**config.mk**
```make
export PLATFORM = sky130hd
export DESIGN_NAME = seu_count_reader
export DESIGN_NICKNAME = d
export VERILOG_FILES = /design/src/rtl/seu_reader_pkg.sv /design/src/rtl/seu_wrap_detector.sv /design/src/rtl/seu_count_reader.sv
export SDC_FILE = /design/constraint.sdc
export NUM_CORES = 1
export LEC_CHECK = 0
export CORE_ASPECT_RATIO = 1.1
export CORE_UTILIZATION = 45
export DETAILED_ROUTE_END_ITERATION = 6
export PLACE_DENSITY = 0.76
export SLEW_MARGIN = 15
export SYNTH_ARGS = -nofsm -noshare
export SYNTH_HDL_FRONTEND = slang
export SYNTH_SLANG_ARGS = --single-unit
```
**constraint.sdc**
```tcl
create_clock -name clk -period 2.15 [get_ports clk]
set_input_delay 0.43 -clock clk [delete_from_list [all_inputs] [get_ports clk]]
set_output_delay 0.43 -clock clk [all_outputs]
set_load 0.02 [all_outputs]
```
**src/rtl/seu_reader_pkg.sv**
```systemverilog
// seu_reader_pkg: shared constants and types for the SEU count reader.
package seu_reader_pkg;

  localparam int unsigned CountWidth  = 16;
  localparam logic [15:0] SatValue    = 16'hFFFF;
  // Cycles after the clear cycle during which a falling count is not a wrap
  localparam int unsigned WrapMaskLen = 2;

  typedef enum logic [1:0] {
    CmdRead      = 2'b00,
    CmdReadClear = 2'b01,
    CmdReadThr   = 2'b10,
    CmdWriteThr  = 2'b11
  } cmd_e;

  typedef enum logic [2:0] {
    StIdle    = 3'd0,
    StCapture = 3'd1,
    StClear   = 3'd2,
    StAck     = 3'd3,
    StWaitLow = 3'd4
  } state_e;

endpackage

```
**src/rtl/seu_wrap_detector.sv**
```systemverilog
// seu_wrap_detector: flags a counter wrap (count dropping below its previous
// value), ignoring the drop caused by our own clear pulse.
module seu_wrap_detector
  import seu_reader_pkg::*;
(
  input  logic                  clk,
  input  logic                  res,
  input  logic [CountWidth-1:0] count_i,
  input  logic                  clear_i,
  output logic                  ovf_o
);

  logic [CountWidth-1:0]  prev_q;
  logic [WrapMaskLen-1:0] mask_q;
  logic                   ovf_q;
  logic                   mask_active;
  logic                   wrap;

  // Mask covers the clear cycle itself plus the cycles while the counter zeroes
  assign mask_active = clear_i | (|mask_q);
  assign wrap        = (count_i < prev_q) & ~mask_active;
  assign ovf_o       = ovf_q;

  // Track previous count, age the mask, keep the sticky overflow (clear wins)
  always_ff @(posedge clk) begin
    if (res) begin
      prev_q <= '0;
      mask_q <= '0;
      ovf_q  <= 1'b0;
    end else begin
      prev_q <= count_i;
      mask_q <= (mask_q << 1) | WrapMaskLen'(clear_i);
      ovf_q  <= clear_i ? 1'b0 : (ovf_q | wrap);
    end
  end

endmodule

```
**src/rtl/seu_count_reader.sv**
```systemverilog
// seu_count_reader: four-phase command front end for a voted SEU counter.
// Threshold register and alarm compare exist only when SEU_READER_ALARM_EN
// is defined; otherwise alarm_o is 0 and threshold commands return 0.
module seu_count_reader
  import seu_reader_pkg::*;
(
  input  logic                  clk,
  input  logic                  res,
  input  logic [CountWidth-1:0] seu_count_i,
  output logic                  clear_o,
  input  logic                  req_i,
  input  logic [1:0]            cmd_i,
  input  logic [CountWidth-1:0] wdata_i,
  output logic                  ack_o,
  output logic [CountWidth-1:0] rdata_o,
  output logic                  ovf_o,
  output logic                  lost_o,
  output logic                  alarm_o
);

  state_e                state_q;
  cmd_e                  cmd;
  logic                  clear_q;
  logic                  ack_q;
  logic                  lost_q;
  logic [CountWidth-1:0] snap_q;
  logic [CountWidth-1:0] raw_q;    // unsaturated count seen at capture
  logic [CountWidth-1:0] rdata_q;
  logic [CountWidth-1:0] capture_val;
  logic [CountWidth-1:0] thr_val;
  logic [CountWidth-1:0] wr_val;

  assign cmd     = cmd_e'(cmd_i);
  assign clear_o = clear_q;
  assign ack_o   = ack_q;
  assign rdata_o = rdata_q;
  assign lost_o  = lost_q;

  seu_wrap_detector u_wrap (
    .clk     (clk),
    .res     (res),
    .count_i (seu_count_i),
    .clear_i (state_q == StClear),
    .ovf_o   (ovf_o)
  );

`ifdef SEU_READER_ALARM_EN
  logic [CountWidth-1:0] thr_q;
  logic                  alarm_q;

  assign thr_val = thr_q;
  assign wr_val  = wdata_i;
  assign alarm_o = alarm_q;

  // Threshold register, written in the capture cycle of WRITE_THRESHOLD
  always_ff @(posedge clk) begin
    if (res) begin
      thr_q <= '0;
    end else if (state_q == StCapture && cmd == CmdWriteThr) begin
      thr_q <= wdata_i;
    end
  end

  // Sticky alarm; a zero threshold disables the compare, clear cycle wins
  always_ff @(posedge clk) begin
    if (res) begin
      alarm_q <= 1'b0;
    end else if (state_q == StClear) begin
      alarm_q <= 1'b0;
    end else if (((thr_q != '0) && (seu_count_i >= thr_q)) || ovf_o) begin
      alarm_q <= 1'b1;
    end
  end
`else
  logic unused_wdata;

  assign unused_wdata = ^wdata_i;
  assign thr_val      = '0;
  assign wr_val       = '0;
  assign alarm_o      = 1'b0;
`endif

  // Value loaded into the snapshot during the capture cycle
  always_comb begin
    capture_val = '0;
    unique case (cmd)
      CmdRead, CmdReadClear: capture_val = ovf_o ? SatValue : seu_count_i;
      CmdReadThr:            capture_val = thr_val;
      CmdWriteThr:           capture_val = wr_val;
    endcase
  end

  // Command sequencer with registered clear/ack/rdata and the lost flag
  always_ff @(posedge clk) begin
    if (res) begin
      state_q <= StIdle;
      clear_q <= 1'b0;
      ack_q   <= 1'b0;
      rdata_q <= '0;
      snap_q  <= '0;
      raw_q   <= '0;
      lost_q  <= 1'b0;
    end else begin
      clear_q <= 1'b0;
      ack_q   <= 1'b0;
      unique case (state_q)
        StIdle: begin
          if (req_i) state_q <= StCapture;
        end
        StCapture: begin
          snap_q <= capture_val;
          if (cmd == CmdRead || cmd == CmdReadClear) raw_q <= seu_count_i;
          if (cmd == CmdReadClear) begin
            lost_q  <= 1'b0;
            clear_q <= 1'b1;
            state_q <= StClear;
          end else begin
            ack_q   <= 1'b1;
            rdata_q <= capture_val;
            state_q <= StAck;
          end
        end
        StClear: begin
          // Any increment between snapshot and clear is lost by the clear
          if (seu_count_i != raw_q) lost_q <= 1'b1;
          ack_q   <= 1'b1;
          rdata_q <= snap_q;
          state_q <= StAck;
        end
        StAck: begin
          state_q <= StWaitLow;
        end
        StWaitLow: begin
          if (!req_i) state_q <= StIdle;
        end
        default: begin
          state_q <= StIdle;
        end
      endcase
    end
  end

endmodule

```
==> flow_summary.yaml, run 1 <==
power_and_ir_drop:
  leakage_nw: 1.50
  power_frac_seq_pct: 44.7
  combPwrFrac_pct: 25.2
  clkPwrFrac_pct: 30.1
  switching_share_pct: 30.6
  p_per_area_nw_per_um2: 879
  p_total_mw: 3.53
  peakVddDrop_uv: 650
  switching_power_mw: 1.08
  internal-power_mw: 2.45
critical_path:
  crit_arrival_ns: 1.35
  ff2ff_path_depth: 5
  r2r_end: "raw_q[9]"
  critical_path.cell_chain: "clkdlybuf4s50_1"
  path_buf_inv: 1
  timing.reg2reg.setup_slack_ns: 0.43
  r2r_start: "state_q[0]"
  critPathCaptureType: "output pin"
  path_delay_family: "buffers and inverters"
  critPathMaxFanout: 3
  max_stage_delay_ns: 0.63
  crit_path_start_kind: "register"
  worst_path_max_delay_cell: "clkdlybuf4s50_1"
  critPathRequiredTime_ns: 1.72
  critPathKind: "reg2out"
cells_and_area:
  fin_cells: 529
  layout-drive-gt1-share_pct: 9.91
  nets: 491
  n_antenna_cell: 0
  stdcell_area_um2: 4020
  fillCellCount: 629
  area_growth_pct: 23.5
  fin_util_pct: 57.4
floorplan:
  rows: 32
  ios: 58
  initial_core_util_pct: 46.5
  dieArea_um2: 7580
  die_w_um: 83.1
  die_y_um: 91.2
  core_area_um2: 7010
timing:
  fin_tns_setup_ns: 0
  finalCritPeriodShare_pct: 82.8
  finalMaxSlewViolations: 0
  setup_viol: 0
  fin_ws_ns: 0.370
  skew_ns: 0.0112
  max_freq_mhz: 562
  whs_ns: 0.459
  rsz0062_at_grt: "false"
  hold_viol: 0
  period_needed_ns: 1.78
yosys:
  syn_avg_cell_area_um2: 8.29
  synth_top_area_share_pct: 44.9
  syn_area_um2: 3260
  syn-num-nets: 445
  netlist_top_cells_count: "dfxtp_1, a21oi_1, nand2_1, nor2_1"
  yosysMostFrequentCell: "dfxtp_1"
  synth_flop_cell: "dfxtp_1"
  ys_seq_area_share_pct: 44.9
  yosysTopAreaCell: "dfxtp_1"
  ys_ff_latch: 73
  synth_warnings: 0
  synth_top_cells_by_area: "dfxtp_1, a21oi_1, ha_1, nand2_1, a211oi_1"
  ys_types: 35
  synthArstFlopShare_pct: 0
  synth_enable_flop_cells: 0
  synthCells: 393
global_route:
  antenna_found_initial: 0
  grt_first_pass_wirelength_mm: 12.5
  grt_pass1_vias: 2714
  grt_max_degree: 47
  overflow: 0
  grt_usage_pct: 20.7
cts:
  numCtsBuffers: 9
  clk_pin_slew_ns: 0.07
  post-cts-setup-buffers: 0
  htree_levels: 3
  postCtsResizedCells: 0
  clock_path_buffers: 2
  hold_buffers: 0
  numClockSinks: 73
  clk_latency_ns: 0.35
  cts_root_buf: "clkbuf_8"
  cts_tree: "yes"
placed_design:
  numPortBuffers: 40
  dp_slack_ns: 0.0329
  dpl-instance-area_um2: 3830
  placedCellCount: 513
  gp_congestion: 0.750
  place_hpwl_mm: 5.08
route:
  wl_per_cell_um: 13.8
  drtIter0Drc: 212
  drc_errors: 0
  vias: 2812
  firstDrtPassIters: 4
  wl_mm: 7.31
  ant_nets: 0
  viasPerCell: 5.32
flow_run:
  cap_violations: 0
outcome:
  status: "completed"
worst_hold_path:
  hold_end: "u_wrap.ovf_o"
  hold_path.class: "in2reg"
  hold_path.startpoint: "res"
  hold_depth: 3
==> metal layers <==
metal	global-route usage (%)	vias up	part of all wire, %
met5	0	-	0
met4	8.33	0	2.8
met3	5.64	16	3.7
met2	34.4	68	49
met1	25.2	1305	45
li1	-	1423	-
==> state kept, by name, indices dropped and copies added (netlist names) <==
signal,flops
raw_q,16
rdata_o,16
snap_q,16
u_wrap.prev_q,16
state_q,3
u_wrap.mask_q,2
ack_o,1
clear_o,1
lost_o,1
u_wrap.ovf_o,1
==> layout make-up <==
class	instances	area (um^2)	share of cell area (%)
multi-input combinational	274	1590	39.6
sequential	73	1460	36.3
timing repair buffer	64	601	14.9
clock buffer	10	138	3.42
tap	85	106	2.64
inverter	17	63.8	1.59
clock inverter	6	57.6	1.43
==> worst max-delay path by stage <==
stage | start | to | slack (ns) | cells past startpoint
2_1_floorplan | cmd_i[1] | rdata_o[10] | 0.59 | 5
3_3_place_gp | seu_count_i[9] | u_wrap.ovf_o | 0.04 | 7
3_5_place_dp | seu_count_i[9] | u_wrap.ovf_o | 0.03 | 7
4_1_cts | lost_o | lost_o | 0.36 | 1
5_1_grt | state_q[0] | raw_q[9] | 0.26 | 5
6_report | lost_o | lost_o | 0.37 | 1
==> layout by cell type (no fill, tap or decap), drive strengths merged, types with 3 or more instances in the layout <==
master,Yosys,layout
clkdlybuf4s50,0,39
nand2,49,49
nor2,38,38
nor3,19,19
dfxtp,73,73
ha,15,15
clkinv,0,4
nand4,6,6
xnor2,16,16
a21oi,53,53
a211oi,19,19
or3,17,17
nor2b,17,17
inv,17,17
nand3,6,6
buf,10,25
o21ai,3,3
clkbuf,19,10
==> power groups by stage <==
stage                     clock [mW]  combinational [mW]  sequential, mW
after floorplan                    0               0.479            1.68
after global placement             0               0.865            1.60
after detailed placement           0               0.891            1.61
after CTS                       1.08               0.898            1.58
after global routing            1.15               0.983            1.60
final                           1.06               0.892            1.58
==> cells by family after synthesis <==
family	share of synthesized area [%]
AOI/OAI and AO/OA	14.5
xor gates and xnor gates	4.57
DFF	44.9
buffers and inverters	6.30
other	0.115
and+or+nand+nor	23.9
adders and majority gates	5.76
(Power assumes the default switching activity.)
==> inputs of run 2 (changes only) <==
--- a/config.mk
+++ b/config.mk
@@ -8,7 +8,7 @@
 export CORE_ASPECT_RATIO = 1.1
 export CORE_UTILIZATION = 45
 export DETAILED_ROUTE_END_ITERATION = 6
-export PLACE_DENSITY = 0.76
+export PLACE_DENSITY = 0.79
 export SLEW_MARGIN = 15
 export SYNTH_ARGS = -nofsm -noshare
 export SYNTH_HDL_FRONTEND = slang
==> constraint.sdc (replaced) <==
create_clock -name clk -period 1.6 [get_ports clk]
set_input_delay 0.32 -clock clk [delete_from_list [all_inputs] [get_ports clk]]
set_output_delay 0.32 -clock clk [all_outputs]
set_load 0.02 [all_outputs]
==> run 2 against run 1 <==
Routed wire length fell by 1.4%. Global-route usage shrank 0.26 points. Critical path depth increased by 5. Core utilization up 2.5 points. Worst hold slack got worse by 0.10 ns. Clock-buffer cell count is the same. Largest cell class unchanged. Highest routed layer unchanged.
==> flow_summary.yaml, run 2 (synthesis gave the netlist of run 1 again) <==
power_and_ir_drop:
  peakVddDrop_uv: 799
  clkPwrFrac_pct: 32.9
  switching_power_mw: 1.52
  power_frac_seq_pct: 42.3
  leakage_nw: 1.69
  combPwrFrac_pct: 24.8
  switching_share_pct: 30.3
  p_per_area_nw_per_um2: 1190
  internal-power_mw: 3.48
cells_and_area:
  n_antenna_cell: 0
  multiInputGateArea_um2: 1660
  layout-drive-gt1-share_pct: 14.0
  nets: 497
  regArea_um2: 1460
  fillCellCount: 610
  final_common_cell: "dfxtp_1"
  final_cell_mix: "dfxtp_1, a21oi_1, nand2_1"
  area_growth_pct: 28.9
timing:
  max_freq_mhz: 634
  setup_viol: 0
  fin_ws_ns: 0.0232
  finalCritPeriodShare_pct: 98.6
  finalMaxSlewViolations: 0
  rsz0062_at_grt: "false"
  fin_tns_setup_ns: 0
  period_needed_ns: 1.58
  hold_viol: 0
  skew_ns: 0.00684
route:
  drtIter0Drc: 167
  wl_per_cell_um: 13.5
  vias: 2842
  ant_nets: 0
  firstDrtPassIters: 4
  viasPerCell: 5.31
  drc_errors: 0
  wl_mm: 7.20
global_route:
  grt_pass1_vias: 2736
  grt_usage_pct: 20.4
  grt_max_degree: 73
  overflow: 0
  grt_first_pass_wirelength_mm: 12.4
  antenna_found_initial: 0
critical_path:
  critPathCaptureType: "register"
  crit_path_start_kind: "primary input"
  critPathRequiredTime_ns: 1.90
  crit_arrival_ns: 1.87
  critPathKind: "in2reg"
  critPathMaxFanout: 2
placed_design:
  numPortBuffers: 40
  gp_congestion: 0.765
  place_hpwl_mm: 4.98
  dp_slack_ns: -0.434
outcome:
  status: "completed"
cts:
  clk_pin_slew_ns: 0.07
  numClockSinks: 73
  cts_root_buf: "clkbuf_8"
  clock_path_buffers: 2
  htree_levels: 3
  clk_latency_ns: 0.35
  numCtsBuffers: 9
  cts_tree: "yes"
floorplan:
  die_w_um: 83.1
  core_area_um2: 7010
  dieArea_um2: 7580
  die_y_um: 91.2
  ios: 58
  rows: 32
  initial_core_util_pct: 46.5
worst_hold_path:
  hold_path.class: "in2reg"
flow_run:
  cap_violations: 0
[run 2: final timing paths]
| check | startpoint | slack (ns) | end | cells past startpoint |
|---|---|---|---|---|
| worst max register to register | state_q[2] | 0.04 | snap_q[9] | 4 |
| worst min register to register | snap_q[10] | 0.46 | snap_q[10] | 2 |
| worst min-delay path | res | 0.36 | u_wrap.ovf_o | 3 |
| worst max-delay path | seu_count_i[13] | 0.02 | u_wrap.ovf_o | 6 |
[run 2: timing repair]
item,CTS,global route
buffers inserted,0,0
hold buffers,0,0
endpoints found under the setup margin,20,19
resized for setup,22,15
pin swaps,3,5
[run 2: layout make-up]
cell class              instances  share of cell area, %
clock buffers                  10                   3.28
clock inverters                 6                   2.15
inverters                      17                   1.52
multi-input cells             274                   39.5
flip-flops and latches         73                   34.9
well taps                      85                   2.53
repair buffers                 70                   16.2
[run 2: stage by stage]
stage	hold WS [ns]	power (mW)	std cells	cell area, um^2	util (%)
6_report	0.358	5.00	535	4200	59.9
5_1_grt	0.371	5.26	535	4200	59.9
3_3_place_gp	0.443	3.39	519	3920	56.0
4_1_cts	0.355	5.00	535	4130	59.0
3_5_place_dp	0.449	3.43	519	3920	56.0
2_1_floorplan	0.437	2.90	393	3260	-
[run 2: power groups by stage]
stage	Clock, mW	Combinational [mW]	Sequential (mW)
2_1_floorplan	0	0.644	2.26
3_3_place_gp	0	1.24	2.15
3_5_place_dp	0	1.27	2.16
4_1_cts	1.66	1.22	2.11
5_1_grt	1.75	1.37	2.14
6_report	1.64	1.24	2.12
[run 2: routing by layer]
metal / vias to the layer above / track usage [%] / part of all wire, % / wire [um]
met2: 65 / 33.9 / 51 / 3640
met4: 0 / 9.20 / 3.1 / 223
met3: 16 / 5.27 / 3.6 / 260
met5: - / 0 / 0 / 0
met1: 1326 / 24.7 / 43 / 3080
li1: 1435 / - / - / -
[run 2: worst max-delay path: stages]
cell and delay (ns):
clkdlybuf4s50_1 0.52, ha_4 0.22, a211oi_2 0.17, nor2_1 0.09, a2111oi_2 0.38, a32o_1 0.17
==> inputs of run 3 (changes only) <==
--- a/config.mk
+++ b/config.mk
@@ -6,9 +6,10 @@
 export NUM_CORES = 1
 export LEC_CHECK = 0
 export CORE_ASPECT_RATIO = 1.1
-export CORE_UTILIZATION = 45
+export CORE_UTILIZATION = 47
+export CTS_CLUSTER_DIAMETER = 150
 export DETAILED_ROUTE_END_ITERATION = 6
-export PLACE_DENSITY = 0.79
+export PLACE_DENSITY = 0.81
 export SLEW_MARGIN = 15
 export SYNTH_ARGS = -nofsm -noshare
 export SYNTH_HDL_FRONTEND = slang
==> constraint.sdc (replaced) <==
create_clock -name clk -period 1.45 [get_ports clk]
set_input_delay 0.29 -clock clk [delete_from_list [all_inputs] [get_ports clk]]
set_output_delay 0.29 -clock clk [all_outputs]
set_load 0.02 [all_outputs]
==> run 3 against run 2 <==
The flow now finishes with violations (negative setup slack). Flip-flop and latch count did not move. Worst hold slack got worse by 0.012 ns. Critical path depth did not move. Clock-buffer cell count grew 1. Sequential share of layout area down 3.7 points. Via count increased by 10%. Global-route usage rose by 3.5 points. Setup slack got worse by 0.19 ns. First-iteration DRC count grew 85%. Largest cell class unchanged.
==> flow_summary.yaml, run 3 (synthesis gave the netlist of run 1 again) <==
floorplan:
  die_y_um: 89.3
  initial_core_util_pct: 49.1
  ios: 58
  dieArea_um2: 7270
  rows: 31
  core_area_um2: 6630
  die_w_um: 81.4
placed_design:
  place_hpwl_mm: 5.07
  dpl-instance-area_um2: 3950
  numPortBuffers: 40
  placedCellCount: 525
  gp_congestion: 0.820
power_and_ir_drop:
  p_total_mw: 6.09
  peakVddDrop_uv: 1580
  leakage_nw: 1.90
  p_per_area_nw_per_um2: 1290
timing:
  period_needed_ns: 1.62
  skew_ns: 0.00864
  hold_viol: 0
  finalMaxSlewViolations: 0
  finalCritPeriodShare_pct: 112
  setup_viol: 50
  worstMarginPinSlew_ns: 0.570
  fin_ws_ns: -0.167
  max_freq_mhz: 618
  rsz0062_at_grt: "true"
  slew_headroom_pct: 62.0
  whs_ns: 0.346
critical_path:
  critPathRequiredTime_ns: 1.73
  crit_start: "state_q[1]"
  path_delay_family: "simple AND/OR/NAND/NOR gates"
  path_depth: 6
  timing.reg2reg.setup_slack_ns: -0.17
  critPathMaxFanout: 8
  critical_path.cell_chain: "or3b_4 -> buf_12 -> nor2_4 -> buf_8 -> nand2_1 -> a21oi_1"
  r2r_end: "raw_q[5]"
  worst_path_max_delay_cell: "or3b_4"
  path_buf_inv: 2
  ff2ff_path_depth: 6
  r2r_start: "state_q[1]"
  crit_arrival_ns: 1.90
  max_stage_delay_ns: 0.47
  crit_path_start_kind: "register"
  critPathKind: "reg2reg"
  critPathCaptureType: "register"
route:
  drtIter0Drc: 309
  dr_wl_met3_um: 599
  viasPerCell: 5.72
  wl_mm: 9.70
  firstDrtPassIters: 5
  dr.max_layer_used: "met4"
  drc_errors: 0
  wl_per_cell_um: 17.7
  drt-met1-wl_mm: 3.80
  vias: 3135
  ant_nets: 0
  wl_met2_mm: 4.98
cells_and_area:
  layout-drive-gt1-share_pct: 32.6
  n_antenna_cell: 0
  area_growth_pct: 44.9
  final_cell_mix: "dfxtp_1, buf_4, nor2_1"
  final_common_cell: "dfxtp_1"
  fin_cells: 548
  nets: 513
  stdcell_area_um2: 4720
global_route:
  overflow: 0
  antenna_found_initial: 0
  grt_max_degree: 47
  grt_usage_pct: 23.9
  grt_pass1_vias: 2804
  grt_first_pass_wirelength_mm: 13.0
worst_hold_path:
  hold_depth: 3
  hold_path.class: "in2reg"
  hold_end: "u_wrap.ovf_o"
  hold_path.startpoint: "res"
flow_run:
  cap_violations: 0
cts:
  cts_root_buf: "clkbuf_8"
  clk_latency_ns: 0.36
  numCtsBuffers: 9
  htree_levels: 3
  numClockSinks: 73
  clk_pin_slew_ns: 0.08
  clock_path_buffers: 2
  cts_tree: "yes"
outcome:
  violations: "negative setup slack"
  status: "complete, but fails checks"
## run 3: cell count changes in the layout (fill, tap and decap cells not counted), moves of 7 or more
cell     delta
a21oi_1    -20
a21oi_2    +20
buf_4      +12
nand2_1    -15
nand2_2     +8
nand2_4     +7
nor3_1     -10
nor3_2      +8
## run 3: worst max-delay path by stage
stage / end
3_5_place_dp: u_wrap.ovf_o
3_3_place_gp: u_wrap.ovf_o
4_1_cts: raw_q[12]
6_report: raw_q[5]
5_1_grt: raw_q[5]
2_1_floorplan: snap_q[12]
## run 3: through the flow
step | TNS [ns] | setup slack [ns] | util (%)
after floorplan | -0.168 | -0.0192 | -
after global placement | -9.87 | -0.444 | 59.6
after detailed placement | -10.77 | -0.479 | 59.6
after CTS | -2.31 | -0.106 | 65.9
after global routing | -5.25 | -0.187 | 71.2
final | -3.36 | -0.167 | 71.2
## run 3: worst reg2reg max path: cells and delay by family (launching register included)
kind,cells,cell delay [ns]
AND/OR/NAND/NOR,3,0.69
flip-flops,1,0.36
buffers and inverters,2,0.33
AO/OA/AOI/OAI,1,0.16
## run 3: layout make-up
cell class,instances,area [um^2]
clock inverters,5,101
repair buffers,86,846
inverters,17,63.8
fillers,461,1910
well taps,82,103
clock buffers,11,141
flip-flops and latches,73,1470
multi-input cells,274,1990
## run 3: metal layers
metal  up-vias  global-route usage, %
met5         -                      0
met4         0                   15.1
met3        35                   5.71
met2       145                   37.3
met1      1488                   29.5
li1       1467                      -
## run 3: timing repair
action / CTS / global route
hold buffers: 0 / 0
pin swaps: 22 / 37
setup buffers: 4 / 1
setup endpoints to repair: 62 / 51
hold endpoints to repair: 0 / 0
resized for setup: 42 / 86
cloned: 3 / 1
## run 3: power breakdown
group | internal [mW] | switching [mW] | leakage [nW] | total [mW]
logic | 0.796 | 0.980 | 1.18 | 1.78
registers | 2.22 | 0.134 | 0.601 | 2.36
clock network | 1.19 | 0.766 | 0.124 | 1.95
total | 4.21 | 1.88 | 1.90 | 6.09
